[config.mk]
export PLATFORM = sky130hd
export DESIGN_NAME = regfile_operand_stage
export DESIGN_NICKNAME = d
export VERILOG_FILES = /design/src/rtl/proc_pkg.sv /design/src/rtl/reg_bank.sv /design/src/rtl/regfile_operand_stage.sv
export SDC_FILE = /design/constraint.sdc
export NUM_CORES = 1
export LEC_CHECK = 0
export BUFFER_PORTS_ARGS = -buffer_cell sky130_fd_sc_hd__buf_2
export CAP_MARGIN = 20
export CORE_MARGIN = 2
export CORE_UTILIZATION = 60
export CTS_CLUSTER_SIZE = 40
export DETAILED_ROUTE_END_ITERATION = 10
export PLACE_DENSITY = 0.88
export SYNTH_ARGS = -nofsm -noshare
export SYNTH_HDL_FRONTEND = slang
export SYNTH_HIERARCHICAL = 1
export SYNTH_SLANG_ARGS = --single-unit
[constraint.sdc]
create_clock -name clock -period 1.79 [get_ports clock]
set_input_delay 0.179 -clock clock [delete_from_list [all_inputs] [get_ports clock]]
set_output_delay 0.179 -clock clock [all_outputs]
set_load 0.02 [all_outputs]
[src/rtl/proc_pkg.sv]
// Shared processor constants: datapath widths, register-bank geometry and ALU opcodes.
// Used by the operand stage and the ALU.
package proc_pkg;

  localparam int DATA_W = 16;
  localparam int NREGS  = 8;
  localparam int ADDR_W = 3;
  localparam int IMM_W  = 6;

  localparam logic [2:0] ALU_AND = 3'b000;
  localparam logic [2:0] ALU_OR  = 3'b001;
  localparam logic [2:0] ALU_ADD = 3'b010;
  localparam logic [2:0] ALU_SUB = 3'b110;
  localparam logic [2:0] ALU_SLT = 3'b111;

  function automatic logic [DATA_W-1:0] sext_imm(input logic [IMM_W-1:0] imm);
    return {{(DATA_W-IMM_W){imm[IMM_W-1]}}, imm};
  endfunction

endpackage

[src/rtl/reg_bank.sv]
// Architectural register bank: one write port, two write-before-read read ports.
// R0 is hard zero; addresses beyond NREGS read zero and ignore writes.
module reg_bank
  import proc_pkg::*;
(
  input  logic              clock,
  input  logic              reset_n,
  input  logic              we,
  input  logic [ADDR_W-1:0] waddr,
  input  logic [DATA_W-1:0] wdata,
  input  logic [ADDR_W-1:0] raddr_a,
  input  logic [ADDR_W-1:0] raddr_b,
  output logic [DATA_W-1:0] rdata_a,
  output logic [DATA_W-1:0] rdata_b
);

  logic [DATA_W-1:0] bank [NREGS];

  function automatic logic in_range(input logic [ADDR_W-1:0] addr);
    return int'(addr) < NREGS;
  endfunction

  always_ff @(posedge clock or negedge reset_n) begin
    if (!reset_n) begin
      for (int i = 0; i < NREGS; i++) bank[i] <= '0;
    end else if (we && waddr != '0 && in_range(waddr)) begin
      bank[waddr] <= wdata;
    end
  end

  // Same-cycle write is forwarded so the operand register sees the new value.
  always_comb begin
    rdata_a = '0;
    if (raddr_a != '0 && in_range(raddr_a)) begin
      if (we && waddr == raddr_a) rdata_a = wdata;
      else                        rdata_a = bank[raddr_a];
    end
  end

  always_comb begin
    rdata_b = '0;
    if (raddr_b != '0 && in_range(raddr_b)) begin
      if (we && waddr == raddr_b) rdata_b = wdata;
      else                        rdata_b = bank[raddr_b];
    end
  end

endmodule

[src/rtl/regfile_operand_stage.sv]
// Register-read / operand stage ahead of the ALU: bank read, immediate extension,
// operand select and the stall/flush operand register (one-cycle latency).
module regfile_operand_stage
  import proc_pkg::*;
(
  input  logic              clock,
  input  logic              reset_n,
  input  logic              validIn,
  input  logic [ADDR_W-1:0] rsAddr,
  input  logic [ADDR_W-1:0] rtAddr,
  input  logic [IMM_W-1:0]  imm,
  input  logic              aluSrc,
  input  logic [2:0]        aluCtrlIn,
  input  logic              stall,
  input  logic              flush,
  input  logic              regWrite,
  input  logic [ADDR_W-1:0] writeAddr,
  input  logic [DATA_W-1:0] writeData,
  output logic [DATA_W-1:0] input1,
  output logic [DATA_W-1:0] input2,
  output logic [2:0]        ALUControl,
  output logic [DATA_W-1:0] storeData,
  output logic              validOut
);

  logic [DATA_W-1:0] rs_val;
  logic [DATA_W-1:0] rt_val;
  logic [DATA_W-1:0] op_b;

  reg_bank u_bank (
    .clock   (clock),
    .reset_n (reset_n),
    .we      (regWrite),
    .waddr   (writeAddr),
    .wdata   (writeData),
    .raddr_a (rsAddr),
    .raddr_b (rtAddr),
    .rdata_a (rs_val),
    .rdata_b (rt_val)
  );

  assign op_b = aluSrc ? sext_imm(imm) : rt_val;

  // Flush outranks stall; a stalled stage never re-reads the bank.
  always_ff @(posedge clock or negedge reset_n) begin
    if (!reset_n) begin
      input1     <= '0;
      input2     <= '0;
      storeData  <= '0;
      ALUControl <= ALU_AND;
      validOut   <= 1'b0;
    end else if (flush) begin
      input1     <= '0;
      input2     <= '0;
      storeData  <= '0;
      ALUControl <= ALU_AND;
      validOut   <= 1'b0;
    end else if (!stall) begin
      input1     <= rs_val;
      input2     <= op_b;
      storeData  <= rt_val;
      ALUControl <= aluCtrlIn;
      validOut   <= validIn;
    end
  end

endmodule

==> metrics.txt <==
Post-synth EDFFs=0; outcome=finished clean; Nets=876; pwr/cell area=1060 nW/um^2; critical path class=register to register; ANT nets after route=0; endpoints failing setup=0; Syn Nets=777; Netlist cell types=33; Synth top area share=0.471; crit-path cells=mux4_2 -> a211oi_2 -> nor3_2 -> buf_4 -> mux2i_1 -> nor2_1; clk sink count=180; Hold Vio Cnt, Final=0; most common cell in the netlist=dfrtp_1; PortBufs=92; Least-Margin Pin Slew=0.811 ns; area leader, netlist=dfrtp_1; RSZ-0062 raised after global routing=true; DRT Pass-1 Iters=5; CP max stage delay=0.53 ns; vias in the first global route=7,254; minimum clock period=1.74 ns; reg-to-reg critical path endpoint=storeData[2]; register clock-pin slew on the reported worst setup and hold paths=0.06 ns; FILL cells=975; Die ar.=17,000 sq um; Worst-Skew Late Latency=0.44 ns; # rows=46; Async SR Flop Fraction=1.00; I/O Pins=93; Worst Reg-to-Reg Cells=6; R2R Setup Slk=0.05 ns; CTS H-Tree Depth=4; DP HPWL=16,700 um; Critical Path RT=2.12 ns; global route overflow=0; DP Worst Slack=-0.257 ns; Total Wirelength=25,900 um; Synth area leaders=dfrtp_1 (47%), mux2_2 (13%), mux2i_1 (11%); Worst Setup SP=u_bank/bank[2]; Post-Syn Area=9570 sq um; Ys Warns=6; Register Area=4500 sq um; Placed Area=10,500 sq um; vias=7,049; Critical Path Start Type=register; Worst path slowest cell=mux4_2; GRT Total Usage=0.314; TritonCTS clock tree=built; share of layout cells above drive strength 1=0.417; worst r2r src=u_bank/bank[2]; Yosys reg bits=180; TritonCTS Buffers=17; Max Cap Viol=0; DRC viols=0; peak fanout along the critical path=3; clk buf depth=2; Critical Path AT=2.07 ns; hold_ws=0.0220 ns; Die Height=130 um; synth-to-layout area growth=16.8%; initial antenna violation count=1; IR drop worst, VDD=0.812 mV; nature of the critical path endpoint=register; post-DR vias/cell=6.63; Final period util=0.970; initial core utilization=0.609; CTS Root Buffer Type=clkbuf_16; Worst Skew=0.00488 ns; DRT iter0 DRCs=634; pin count of the biggest net entering global routing=53; Most used DFF post-synth=dfrtp_1; register area share after synthesis=0.471; commonest cells in the netlist=dfrtp_1 (180), mux2_2 (112), mux2i_1 (103); Gate Count Post-Synth=736; core area=15,700 sq um; Die X=130 um; setup ws final=0.0543 ns; worst min path class=input port to register; Multi-input gate area=4600 sq um; routability cong.=0.906; Pleak=5.15 nW; fin. max-slew vios=0; Pwr Total=0.0119 W; first-pass GRT wire length=40,000 um; routed length per placed instance=24.3 um; Avg Inst Size Synth=13.0 sq um; Setup crit end=storeData[2]; design area=11,200 sq um; Fmax=576 MHz; Worst slew margin=0.457
[worst min-delay path by stage]
stage            startpoint             to  slack (ns)  cells past startpoint
4_1_cts             validIn       validOut        0.03                      3
2_1_floorplan       reset_n  ALUControl[0]       -0.12                      0
3_3_place_gp        reset_n     input1[15]        0.17                      1
6_report            validIn       validOut        0.02                      3
3_5_place_dp        reset_n       validOut        0.17                      1
5_1_grt        aluCtrlIn[1]  ALUControl[1]        0.03                      3
[what timing repair did]
action / 4_1_cts / 5_1_grt
setup buffers: 0 / 0
hold buffers: 3 / 0
resized for setup: 8 / 9
pin swaps: 2 / 10
setup endpoints to repair: 7 / 10
hold endpoints to repair: 49 / 0
[cell families (layout without fill, tap and decap cells)]
group                     count (synthesis)  count (layout)  share of synthesized area
AOI/OAI and AO/OA                        80              80                     0.0653
xor gates and xnor gates                  6               6                    0.00549
buffers and inverters                    79             190                     0.0538
DFF                                     180             180                      0.471
muxes                                   249             249                      0.326
other                                     0               1                          0
and+or+nand+nor                         142             142                     0.0786
[through the flow]
step / instances / util / TNS, ns
2_1_floorplan: 736 / - / 0
3_3_place_gp: 1031 / 0.670 / -2.25
3_5_place_dp: 1031 / 0.670 / -5.38
4_1_cts: 1065 / 0.710 / 0
5_1_grt: 1063 / 0.711 / -0.0245
6_report: 1064 / 0.711 / 0
[critical path, delay by kind of cell (launching register included)]
family	cells	cell delay (ns)
DFF	1	0.39
buffers and inverters	1	0.13
and+or+nand+nor	2	0.16
AOI/OAI and AO/OA	1	0.28
muxes	2	0.67
[cell usage in the layout, fill, tap and decap left out, types with 12 or more instances in the layout]
cell,synthesis,final
a211oi_1,29,23
a211oi_2,6,12
buf_12,2,18
buf_2,25,91
buf_4,19,44
clkbuf_16,0,17
dfrtp_1,180,180
mux2_2,112,112
mux2i_1,103,102
mux4_2,18,23
nand2b_1,12,12
nor2_1,68,68
nor2b_1,16,16
nor3_1,26,22
o22ai_1,32,32
[layout make-up]
class	instances	share of cell area
Timing Repair Buffer	158	0.107
Sequential cell	180	0.403
Tap cell	216	0.0242
Antenna cell	1	0.000224
Clock buffer	22	0.0416
Inverter	1	0.000336
Multi-Input combinational cell	477	0.412
Clock inverter	9	0.0115
[flip-flops by register name, summed over array words and instances, names as in the netlist]
signal / count
u_bank/bank: 128
input1: 16
input2: 16
storeData: 16
ALUControl: 3
validOut: 1
[routing by layer]
metal | track usage | up-vias | wire length [um]
met5 | 0 | - | 0
met4 | 0.145 | 0 | 981
met3 | 0.0869 | 103 | 2530
met2 | 0.491 | 437 | 12200
met1 | 0.413 | 3569 | 10200
li1 | - | 2940 | -
[report_power, final]
| part | leakage, nW | switching (W) | internal [W] |
|---|---|---|---|
| combinational | 2.59 | 0.00136 | 0.00145 |
| sequential | 2.26 | 0.000508 | 0.00473 |
| clock | 0.286 | 0.00155 | 0.00225 |
No activity file was read; power rests on OpenSTA's default activity.
